===== config.mk =====
export PLATFORM = sky130hd
export DESIGN_NAME = sensor_nivel_agua
export DESIGN_NICKNAME = d
export VERILOG_FILES = /design/src/rtl/sensor_nivel_agua.sv
export SDC_FILE = /design/constraint.sdc
export NUM_CORES = 1
export LEC_CHECK = 0
export BUFFER_PORTS_ARGS = -buffer_cell sky130_fd_sc_hd__buf_2
export CAP_MARGIN = 20
export CORE_ASPECT_RATIO = 0.75
export CORE_MARGIN = 2
export CORE_UTILIZATION = 50
export CTS_CLUSTER_DIAMETER = 150
export DETAILED_ROUTE_END_ITERATION = 10
export GPL_ROUTABILITY_DRIVEN = 0
export PLACE_DENSITY_LB_ADDON = 0.1
export SLEW_MARGIN = 20
export SYNTH_ARGS = -nofsm -noshare
export SYNTH_HDL_FRONTEND = slang
export SYNTH_SLANG_ARGS = --single-unit

===== constraint.sdc =====
create_clock -name clock -period 3.4 [get_ports clock]
set_clock_uncertainty 0.2 [all_clocks]
set_input_delay 0.34 -clock clock [delete_from_list [all_inputs] [get_ports clock]]
set_output_delay 0.34 -clock clock [all_outputs]
set_load 0.02 [all_outputs]

===== src/rtl/sensor_nivel_agua.sv =====
// ----------------------------------------------------------------------------
// sensor_nivel_agua
//
// Ultrasonic (HC-SR04 style) water-level measurement stage for the
// coffee-maker control unit (UC). On a medir pulse it issues a trigger pulse
// and times the echo width. The width is converted to centimetres and the
// result is reported back to the UC. A smaller distance means more water.
//
// Ports:
//   clock         in   system clock
//   reset         in   synchronous, active-high reset
//   zera          in   clear request from the UC (same effect as reset)
//   medir         in   one-cycle start pulse, honoured only when idle
//   echo          in   asynchronous sensor echo (synchronised internally)
//   trigger       out  sensor trigger, high for TRIGGER_CYCLES cycles
//   pronto        out  one-cycle pulse: measurement complete
//   suficiente    out  distancia_cm <= LIMIAR_CM, held after pronto
//   timeout       out  one-cycle pulse: no complete echo inside the window
//   distancia_cm  out  last measured distance in cm, saturating at 511
//   db_estado     out  current state encoding (debug)
// ----------------------------------------------------------------------------
module sensor_nivel_agua #(
    parameter int TRIGGER_CYCLES = 500,
    parameter int CYCLES_PER_CM  = 2941,
    parameter int LIMIAR_CM      = 10,
    parameter int TIMEOUT_CYCLES = 1500000
) (
    input  logic       clock,
    input  logic       reset,
    input  logic       zera,
    input  logic       medir,
    input  logic       echo,
    output logic       trigger,
    output logic       pronto,
    output logic       suficiente,
    output logic       timeout,
    output logic [8:0] distancia_cm,
    output logic [2:0] db_estado
);

    localparam int TRIG_W = (TRIGGER_CYCLES > 1) ? $clog2(TRIGGER_CYCLES + 1) : 1;
    localparam int CPC_W  = (CYCLES_PER_CM  > 1) ? $clog2(CYCLES_PER_CM  + 1) : 1;
    localparam int TMO_W  = (TIMEOUT_CYCLES > 1) ? $clog2(TIMEOUT_CYCLES + 1) : 1;
    localparam int LIM_C  = (LIMIAR_CM > 511) ? 511 : LIMIAR_CM;

    localparam logic [TRIG_W-1:0] TRIG_LAST = TRIG_W'(TRIGGER_CYCLES - 1);
    localparam logic [CPC_W-1:0]  CPC_LAST  = CPC_W'(CYCLES_PER_CM - 1);
    localparam logic [TMO_W-1:0]  TMO_LAST  = TMO_W'(TIMEOUT_CYCLES - 1);
    localparam logic [8:0]        LIMIAR_V  = 9'(LIM_C);

    typedef enum logic [2:0] {
        ST_OCIOSO        = 3'd0,
        ST_ENVIA_TRIGGER = 3'd1,
        ST_ESPERA_ECHO   = 3'd2,
        ST_MEDE_ECHO     = 3'd3,
        ST_CONCLUIDO     = 3'd4,
        ST_ERRO_TIMEOUT  = 3'd5
    } state_t;

    state_t              r_state;
    logic                r_echo_meta;
    logic                r_echo_s;
    logic [TRIG_W-1:0]   r_trig_cnt;
    logic [CPC_W-1:0]    r_cm_cnt;
    logic [TMO_W-1:0]    r_tmo_cnt;
    logic [8:0]          r_dist;
    logic                r_trigger;
    logic                r_pronto;
    logic                r_timeout;
    logic                r_suficiente;

    logic                w_cm_wrap;
    logic [8:0]          w_dist_inc;
    logic                w_tmo_hit;

    // Two-flop synchroniser for the asynchronous echo line.
    always_ff @(posedge clock) begin
        if (reset) begin
            r_echo_meta <= 1'b0;
            r_echo_s    <= 1'b0;
        end else begin
            r_echo_meta <= echo;
            r_echo_s    <= r_echo_meta;
        end
    end

    assign w_cm_wrap  = (r_cm_cnt == CPC_LAST);
    assign w_dist_inc = (r_dist == 9'h1FF) ? r_dist : r_dist + 9'd1;
    assign w_tmo_hit  = (r_tmo_cnt == TMO_LAST);

    always_ff @(posedge clock) begin
        if (reset || zera) begin
            r_state      <= ST_OCIOSO;
            r_trig_cnt   <= '0;
            r_cm_cnt     <= '0;
            r_tmo_cnt    <= '0;
            r_dist       <= '0;
            r_trigger    <= 1'b0;
            r_pronto     <= 1'b0;
            r_timeout    <= 1'b0;
            r_suficiente <= 1'b0;
        end else begin
            r_pronto  <= 1'b0;
            r_timeout <= 1'b0;
            case (r_state)
                ST_OCIOSO: begin
                    if (medir) begin
                        r_state      <= ST_ENVIA_TRIGGER;
                        r_trigger    <= 1'b1;
                        r_trig_cnt   <= '0;
                        r_suficiente <= 1'b0;
                        r_dist       <= '0;
                    end
                end
                ST_ENVIA_TRIGGER: begin
                    if (r_trig_cnt == TRIG_LAST) begin
                        r_trigger <= 1'b0;
                        r_state   <= ST_ESPERA_ECHO;
                        r_tmo_cnt <= '0;
                        r_cm_cnt  <= '0;
                    end else begin
                        r_trig_cnt <= r_trig_cnt + TRIG_W'(1);
                    end
                end
                ST_ESPERA_ECHO: begin
                    r_tmo_cnt <= r_tmo_cnt + TMO_W'(1);
                    if (w_tmo_hit) begin
                        r_state      <= ST_ERRO_TIMEOUT;
                        r_timeout    <= 1'b1;
                        r_dist       <= '0;
                        r_suficiente <= 1'b0;
                    end else if (r_echo_s) begin
                        // The cycle that detects the rising echo is itself
                        // an echo-high cycle, so it is counted here.
                        r_state <= ST_MEDE_ECHO;
                        if (w_cm_wrap) begin
                            r_cm_cnt <= '0;
                            r_dist   <= w_dist_inc;
                        end else begin
                            r_cm_cnt <= r_cm_cnt + CPC_W'(1);
                        end
                    end
                end
                ST_MEDE_ECHO: begin
                    r_tmo_cnt <= r_tmo_cnt + TMO_W'(1);
                    if (w_tmo_hit) begin
                        // An echo still high here is abandoned.
                        r_state      <= ST_ERRO_TIMEOUT;
                        r_timeout    <= 1'b1;
                        r_dist       <= '0;
                        r_suficiente <= 1'b0;
                    end else if (!r_echo_s) begin
                        r_state      <= ST_CONCLUIDO;
                        r_pronto     <= 1'b1;
                        r_suficiente <= (r_dist <= LIMIAR_V);
                    end else if (w_cm_wrap) begin
                        r_cm_cnt <= '0;
                        r_dist   <= w_dist_inc;
                    end else begin
                        r_cm_cnt <= r_cm_cnt + CPC_W'(1);
                    end
                end
                ST_CONCLUIDO: begin
                    r_state <= ST_OCIOSO;
                end
                ST_ERRO_TIMEOUT: begin
                    r_state <= ST_OCIOSO;
                end
                default: begin
                    r_state <= ST_OCIOSO;
                end
            endcase
        end
    end

    assign trigger      = r_trigger;
    assign pronto       = r_pronto;
    assign timeout      = r_timeout;
    assign suficiente   = r_suficiente;
    assign distancia_cm = r_dist;
    assign db_estado    = r_state;

endmodule


==> out/qor.csv, run 1 <==
stage,metric,value,unit
worst_setup_path,Setup CP Type,register to register,
cells_and_area,"non-filler cells, final",487,
worst_hold_path,Hold Path Sink,r_echo_meta,
worst_setup_path,RR Endpoint,distancia_cm[5],
synthesis,share of the synthesized area in the top cell type,0.3863,
power,Pwr per Cell Area,421.4,nW/um2
place,post-place setup slack,0.8987,ns
worst_setup_path,CP Data Required Time,3.46,ns
cells_and_area,ANT cells,0,
worst_setup_path,Crit Path Max Fanout,9,
cells_and_area,Layout Utilization,0.5823,
timing,Setup Total Neg Slack,0,ns
worst_setup_path,"most used cell, CP",and3_1,
timing,ratio of final minimum period to clock period,0.7433,
status,outcome,completed,
synthesis,Mapped Area,3109,um2
place,dpl cells,470,
place,count of buffers from port buffering,20,
global_route,GRT Util Overall,0.2214,
cells_and_area,footprint of the multi-input gates,1785,um2
worst_setup_path,worst r2r src,distancia_cm[2],
cts,cts hold-fix bufs,1,
cts,worst skew pair latency,0.33,ns
floorplanning,FP Rows,24,
worst_hold_path,Hold Path Stages,2,
timing,Tmin final,2.527,ns
cells_and_area,register area,1201,um2
synthesis,syn nets,399,
worst_setup_path,Crit path largest cell delay,0.47,ns
cts,CTS tree,built,
routing,Pre-antenna DRT Iters,5,
worst_setup_path,R2R Setup Slk,0.87,ns
global_route,initial antenna violation count,0,
worst_setup_path,worst path arrival time,2.58,ns
worst_setup_path,CP Capture Type,register,
global_route,vias in the first global route,2542,
timing,final count of pins violating max slew,0,
cts,CTS Sinks,60,
cts,CTS Buf Count,9,
timing,Worst Slack Setup Final,0.8728,ns
global_route,first-pass GRT wire length,11.85,mm
cts,# H-tree levels,3,
floorplanning,Core ar.,5916,um2
floorplanning,Starting Density,0.5256,
timing,final setup violation count,0,
synthesis,"Seq/Total Area, Yosys",0.3863,
timing,Final Hold Viols,0,
power,Static Leak,1.234,nW
global_route,Congestion Overflow GR,0,
worst_hold_path,worst hold-check path type,input port to register,
floorplanning,Horiz. Die Dim,95.06,um
worst_setup_path,crit path cell chain,"and3_1, and3_1, and3_1, ha_1, and4b_1, and4b_1, and3_1, nand2_1, nand2_1, a31oi_1",
job,max-cap viol count,0,
synthesis,Avg Inst Size Synth,8.034,um2
timing,fmax,0.3957,GHz
routing,DRC violations left,0,
synthesis,"Top FF cell, synth",dfxtp_1,
power,"Power, Total",1.452,mW
power,Max VDD drop,0.2617,mV
cts,clk slew on worst S/H paths,0.07,ns
synthesis,Unique masters post-synth,53,
synthesis,Synth area leader,dfxtp_1,
routing,Via density,5.743,
routing,DRT antenna net count,0,
cts,Post CTS Setup Buffer Count,0,
synthesis,Synth Warn #,0,
cts,clk buf depth,2,
floorplanning,die area,6872,um2
cells_and_area,Fillers,543,
timing,Slew @ Worst Pin,0.5600,ns
cts,root buf cell,clkbuf_8,
synthesis,async set-reset flop share out of synthesis,0,
floorplanning,Die Y,72.29,um
global_route,pin count of the biggest net entering global routing,21,
floorplanning,I/O pin count,21,
timing,RSZ-0062 raised after global routing,no,
cells_and_area,Nets,416,
synthesis,synth top area cells,"dfxtp_1, nor2_1, nand2_1, a21oi_1, xnor2_1",
cells_and_area,layout cells sized above 1,0.1222,
synthesis,Gate Count Post-Synth,387,
routing,final WL,7.092,mm
synthesis,number of flops mapped to enable cells by yosys,0,
synthesis,Synth Register Bits,60,
place,HPWL Detailed,5.087,mm
routing,Avg WL per Cell,14.56,um
cells_and_area,Layout area overhead,10.78,%
cts,post_cts resized,0,
worst_setup_path,"Max stage delay cell, worst path",dfxtp_1,
worst_setup_path,Worst setup SP type,register,
worst_hold_path,min-delay src,echo,
routing,DR iter-0 viols,138,
timing,Max-Slew Margin vs Limit,0.6259,
routing,DR vias,2797,
worst_setup_path,reg2reg path depth,10,
-- synthesized netlist by cell type, drive strengths merged (4+ instances only) --
cell type,instances
buf,13
nand2,39
inv,7
and4,4
nand3,16
or3,5
nor2b,9
and3,12
ha,7
a22oi,5
dfxtp,60
xnor2,11
o31ai,6
nor3,15
o21ai,18
nor2,63
a31oi,6
a21oi,21
nand4,13
or2,4
xor2,11
-- registers in the layout, indices dropped and copies added (netlist names), 3 cells and up --
| register | cells |
|---|---|
| r_tmo_cnt | 21 |
| db_estado | 3 |
| r_cm_cnt | 12 |
| r_trig_cnt | 9 |
| distancia_cm | 9 |
-- power by group --
group	switching [mW]	leakage, nW	internal, mW
Combinational	0.0253	0.637	0.0123
Clock	0.276	0.113	0.429
Sequential	0.00375	0.484	0.705
-- kinds of logic (layout without fill, tap and decap cells) --
group,Yosys count,count (layout),synth area share
and+or+nand+nor,202,202,0.3356
buffers and inverters,23,45,0.03944
DFF,60,60,0.3863
AOI/OAI and AO/OA,72,72,0.1449
adders and majority gates,7,7,0.02817
xor gates and xnor gates,22,22,0.06197
muxes,1,1,0.003621
-- per-stage QoR --
stage	hold WS, ns	cell area, um2
2_1_floorplan	0.2116	3109
6_report	0.02611	3445
5_1_grt	0.03485	3445
4_1_cts	0.01032	3445
3_3_place_gp	0.2228	3218
3_5_place_dp	0.2376	3218
-- critical path, delay by kind of cell, from the launching register on --
family	cells	cell delay, ns
compound gates	1	0.17
simple gates	8	1.44
flops	1	0.47
fa+ha+maj	1	0.18
-- how the worst max path moves through the flow --
stage,from,to,slack [ns],depth (start not counted)
after floorplan,distancia_cm[2],distancia_cm[5],0.91,10
after global placement,distancia_cm[3],distancia_cm[6],0.94,10
after detailed placement,distancia_cm[2],distancia_cm[5],0.90,10
after CTS,distancia_cm[2],distancia_cm[5],0.86,10
after global routing,distancia_cm[3],distancia_cm[6],0.68,10
final,distancia_cm[2],distancia_cm[5],0.87,10
-- area by class of cell --
class	instances	share of cell area
Tap cell	78	0.02833
Multi-Input combinational cell	304	0.5183
Inverter	7	0.007628
Clock buffer	11	0.04105
Timing Repair Buffer	22	0.03414
Clock inverter	5	0.02179
Sequential cell	60	0.3487
-- placed cells by master (no fill, tap or decap), types with 12 or more instances in the layout --
| master | count |
|---|---|
| a21oi_1 | 21 |
| buf_2 | 20 |
| nor2_1 | 60 |
| nand4_1 | 13 |
| dfxtp_1 | 60 |
| and3_1 | 12 |
| o21ai_0 | 15 |
| nand3_1 | 16 |
| nor3_1 | 13 |
| nand2_1 | 39 |
-- metal layers --
layer | wire [um] | vias up | part of all wire | GRT usage
met5 | 0 | - | 0 | 0
met4 | 131 | 0 | 0.018 | 0.1047
met3 | 473 | 20 | 0.067 | 0.05607
met2 | 2924 | 100 | 0.41 | 0.3105
met1 | 3562 | 1260 | 0.50 | 0.3179
li1 | - | 1417 | - | -
No activity file was read; power rests on OpenSTA's default activity.
==> inputs of run 2 (changes only) <==
--- a/config.mk
+++ b/config.mk
@@ -5,6 +5,7 @@
 export SDC_FILE = /design/constraint.sdc
 export NUM_CORES = 1
 export LEC_CHECK = 0
+export ABC_AREA = 1
 export BUFFER_PORTS_ARGS = -buffer_cell sky130_fd_sc_hd__buf_2
 export CAP_MARGIN = 20
 export CORE_ASPECT_RATIO = 0.75
==> constraint.sdc (replaced) <==
create_clock -name clock -period 2.2 [get_ports clock]
set_clock_uncertainty 0.2 [all_clocks]
set_input_delay 0.22 -clock clock [delete_from_list [all_inputs] [get_ports clock]]
set_output_delay 0.22 -clock clock [all_outputs]
set_load 0.02 [all_outputs]
==> out/qor.csv, run 2 <==
stage,metric,value,unit,change
power,NetSw,0.6126,mW,was 0.3047 mW
synthesis,post-synthesis xor/xnor area fraction,0.02067,,was 0.06197
cts,CTS Sinks,60,,unchanged
floorplanning,Horiz. Die Dim,104.8,um,was 95.06 um
power,Pwr per Cell Area,550.7,nW/um2,was 421.4 nW/um2
global_route,first-pass GRT wire length,15.66,mm,was 11.85 mm
routing,DRT antenna net count,0,,unchanged
cells_and_area,top flop regs,"r_tmo_cnt: 21 flops, r_cm_cnt: 12 flops",,unchanged
worst_setup_path,Worst setup SP type,register,,unchanged
floorplanning,FP Rows,27,,was 24
power,proportion of power drawn by the clock network,0.461,,was 0.486
routing,DR vias,3899,,was 2797
timing,ratio of final minimum period to clock period,1.021,,was 0.7433
power,sequential share of power,0.437,,was 0.489
synthesis,Synth Warn #,0,,unchanged
cells_and_area,"most common cell after layout, fill and taps aside",nand2_1,,
routing,Pre-antenna DRT Iters,5,,unchanged
floorplanning,I/O pin count,21,,unchanged
timing,final count of pins violating max slew,0,,unchanged
power,Static Leak,1.723,nW,was 1.234 nW
synthesis,Avg Inst Size Synth,6.335,um2,was 8.034 um2
synthesis,"Top FF cell, synth",dfxtp_1,,unchanged
timing,Final Hold Viols,0,,unchanged
synthesis,Mapped Area,3814,um2,was 3109 um2
synthesis,synth cell count leaders,"nand2_1, nor2_1, inv_1, dfxtp_1, nand3_1",,"was dfxtp_1, nor2_1, nand2_1, a21oi_1, nand3_1"
place,HPWL Detailed,6.737,mm,was 5.087 mm
worst_setup_path,worst path arrival time,2.28,ns,was 2.58 ns
synthesis,Gate Count Post-Synth,602,,was 387
routing,DRC violations left,0,,unchanged
floorplanning,Core ar.,7365,um2,was 5916 um2
timing,fmax,0.4453,GHz,was 0.3957 GHz
cells_and_area,Nets,662,,was 416
global_route,vias in the first global route,3368,,was 2542
synthesis,synth top area cells,"dfxtp_1, nand2_1, nor2_1, nand3_1, inv_1",,"was dfxtp_1, nor2_1, nand2_1, a21oi_1, xnor2_1"
worst_setup_path,"most used cell, CP",nand3_4,,was and3_1
worst_setup_path,crit path buf inv count,3,,was 0
worst_setup_path,crit path cell chain,"ha_4, nand3_4, nor2_4, inv_2, nor2_2, nand2_1, nor2_1, ha_2, inv_1, nand4_1, buf_4, nand3_4, nand3_1, a21oi_1",,"was and3_1, and3_1, and3_1, ha_1, and4b_1, and4b_1, and3_1, nand2_1, nand2_1, a31oi_1"
synthesis,Compound-Gate Fraction of Synth Area,0.1024,,was 0.1449
cells_and_area,Layout area overhead,20.08,%,was 10.78%
synthesis,post-synthesis simple-gate area fraction,0.4350,,was 0.3356
power,Max VDD drop,0.3723,mV,was 0.2617 mV
worst_setup_path,family with the most delay on the worst path,simple AND/OR/NAND/NOR gates,,unchanged
floorplanning,Starting Density,0.5178,,was 0.5256
power,switching share of power,0.2429,,was 0.2099
routing,final WL,9.541,mm,was 7.092 mm
power,combinational group share of total power,0.102,,was 0.026
cells_and_area,layout cells sized above 1,0.2076,,was 0.1222
cts,clk buf depth,2,,unchanged
cells_and_area,ANT cells,0,,unchanged
worst_setup_path,Crit path largest cell delay,0.37,ns,was 0.47 ns
synthesis,most frequent cell after synthesis,nand2_1,,
synthesis,share of the synthesized area in the top cell type,0.3150,,was 0.3863
timing,Max-Slew Margin vs Limit,0.6400,,was 0.6259
cts,worst skew pair latency,0.34,ns,was 0.33 ns
floorplanning,Die Y,79.64,um,was 72.29 um
synthesis,Synth area leader,dfxtp_1,,unchanged
job,max-cap viol count,0,,unchanged
synthesis,async set-reset flop share out of synthesis,0,,unchanged
synthesis,"Seq/Total Area, Yosys",0.3150,,was 0.3863
cts,CTS tree,built,,unchanged
cts,root buf cell,clkbuf_8,,unchanged
worst_setup_path,CP Capture Type,register,,unchanged
timing,final setup violation count,8,,was 0
timing,Tmin final,2.246,ns,was 2.527 ns
routing,Via density,5.157,,was 5.743
worst_setup_path,"Max stage delay cell, worst path",dfxtp_2,,was dfxtp_1
place,Area after DPL,4124,um2,was 3218 um2
worst_setup_path,CP Data Required Time,2.23,ns,was 3.46 ns
synthesis,Unique masters post-synth,33,,was 53
cts,clk slew on worst S/H paths,0.07,ns,about the same
floorplanning,die area,8349,um2,was 6872 um2
cells_and_area,Top reg by flops,r_tmo_cnt,,unchanged
cts,# H-tree levels,3,,unchanged
worst_setup_path,Setup CP Type,register to register,,unchanged
place,post-place setup slack,-0.008827,ns,was 0.8987 ns
synthesis,main combinational cell family by area after synthesis,simple AND/OR/NAND/NOR gates,,unchanged
timing,Slew @ Worst Pin,0.5394,ns,was 0.5600 ns
cts,CTS Buf Count,9,,unchanged
synthesis,multiplexer area fraction after synthesis,0,,was 0.003622
synthesis,number of flops mapped to enable cells by yosys,0,,unchanged
cells_and_area,Fillers,707,,was 543
global_route,initial antenna violation count,0,,unchanged
status,failing checks,negative setup slack,,
synthesis,Synth Area in Adders,0.02297,,was 0.02817
routing,Avg WL per Cell,12.62,um,was 14.56 um
routing,DR iter-0 viols,196,,was 138
timing,Worst Slack Setup Final,-0.04573,ns,was 0.8728 ns
worst_setup_path,Crit Path Max Fanout,7,,was 9
cells_and_area,max reg flops,21,,unchanged
global_route,Congestion Overflow GR,0,,unchanged
global_route,pin count of the biggest net entering global routing,20,,was 21
synthesis,Synth Register Bits,60,,unchanged
timing,RSZ-0062 raised after global routing,yes,,was no
global_route,GRT Util Overall,0.2294,,was 0.2214
worst_hold_path,worst hold-check path type,input port to register,,unchanged
cells_and_area,final instance area,4579,um2,was 3445 um2
synthesis,syn nets,614,,was 399
cells_and_area,"commonest cells after routing, fill and taps aside","nand2_1, nor2_1, inv_1",,"was nor2_1, dfxtp_1, nand2_1"
place,count of buffers from port buffering,20,,unchanged
power,internal power,1.909,mW,was 1.147 mW
status,outcome,"finished, violations left",,was completed
==> run 2: cell count changes in the layout (fill, tap and decap cells not counted), sizes merged, moves of 6 or more <==
cell   previous run  this run
a21oi            21        44
and3             12         0
buf              21        47
inv               7        82
nand2            39       169
nand3            16        68
nor2             63        92
nor2b             9         0
o31ai             6         0
xnor2            11         1
==> run 2: worst paths after layout <==
kind | endpoint | cells past startpoint | slack (ns) | from
hold reg to reg | r_echo_s | 2 | 0.21 | r_echo_meta
setup / recovery | distancia_cm[2] | 14 | -0.05 | distancia_cm[1]
setup reg to reg | distancia_cm[2] | 14 | -0.05 | distancia_cm[1]
hold / removal | r_tmo_cnt[0] | 5 | 0.1 | zera
==> run 2: cells by family (layout without fill, tap and decap cells) <==
kind of cell | after synthesis | after routing
XOR/XNOR | 9 | 9
buffers and inverters | 96 | 148
adder cells (fa/ha/maj) | 7 | 7
flip-flops | 60 | 60
AND/OR/NAND/NOR | 365 | 366
AO/OA/AOI/OAI | 65 | 65
==> run 2: per-stage QoR <==
step                hold WS [ns]  total power [mW]  setup TNS [ns]  utilization  std cells
global route              0.1353             2.615          -1.216       0.6218        756
CTS                      0.08903             2.524               0       0.5967        747
finish                   0.09794             2.522         -0.2487       0.6218        756
floorplan                0.09118             1.286               0            -        602
global placement          0.1950             1.339               0       0.5600        728
detailed placement        0.2032             1.341       -0.008827       0.5600        728
==> run 2: per-layer routing <==
layer  track usage  part of all wire
met4       0.06667             0.011
met2        0.3747              0.46
met5             0                 0
met1        0.3078              0.49
met3       0.04735             0.039
==> run 2: what timing repair did <==
item / 4_1_cts / 5_1_grt
hold endpoints to repair: 3 / 0
gates resized for setup: 1 / 24
setup endpoints to repair: 1 / 14
buffers inserted: 0 / 8
pin swaps: 0 / 19
hold buffers: 3 / 0
gates cloned: 0 / 1
==> run 2: power groups by stage <==
stage | clock (mW) | combinational [mW] | sequential, mW
finish | 1.16 | 0.258 | 1.10
CTS | 1.20 | 0.222 | 1.10
global route | 1.23 | 0.284 | 1.10
global placement | 0 | 0.214 | 1.13
detailed placement | 0 | 0.216 | 1.13
floorplan | 0 | 0.154 | 1.13
==> run 2: cell type report <==
| cell class | instances | area, um2 | area share |
|---|---|---|---|
| Multi-Input combinational cell | 447 | 2346 | 0.5123 |
| Sequential cell | 60 | 1204 | 0.2628 |
| Timing Repair Buffer | 50 | 357.8 | 0.07814 |
| Inverter | 82 | 310.3 | 0.06776 |
| Clock buffer | 12 | 165.2 | 0.03607 |
| Tap cell | 101 | 126.4 | 0.02760 |
| Clock inverter | 4 | 70.07 | 0.01530 |
==> run 2: worst register-to-register path: cells and delay by family (launching register included) <==
kind	cells	cell delay, ns
AND/OR/NAND/NOR	8	0.96
AO/OA/AOI/OAI	1	0.06
adder cells (fa/ha/maj)	2	0.33
flip-flops	1	0.37
buffers and inverters	3	0.23
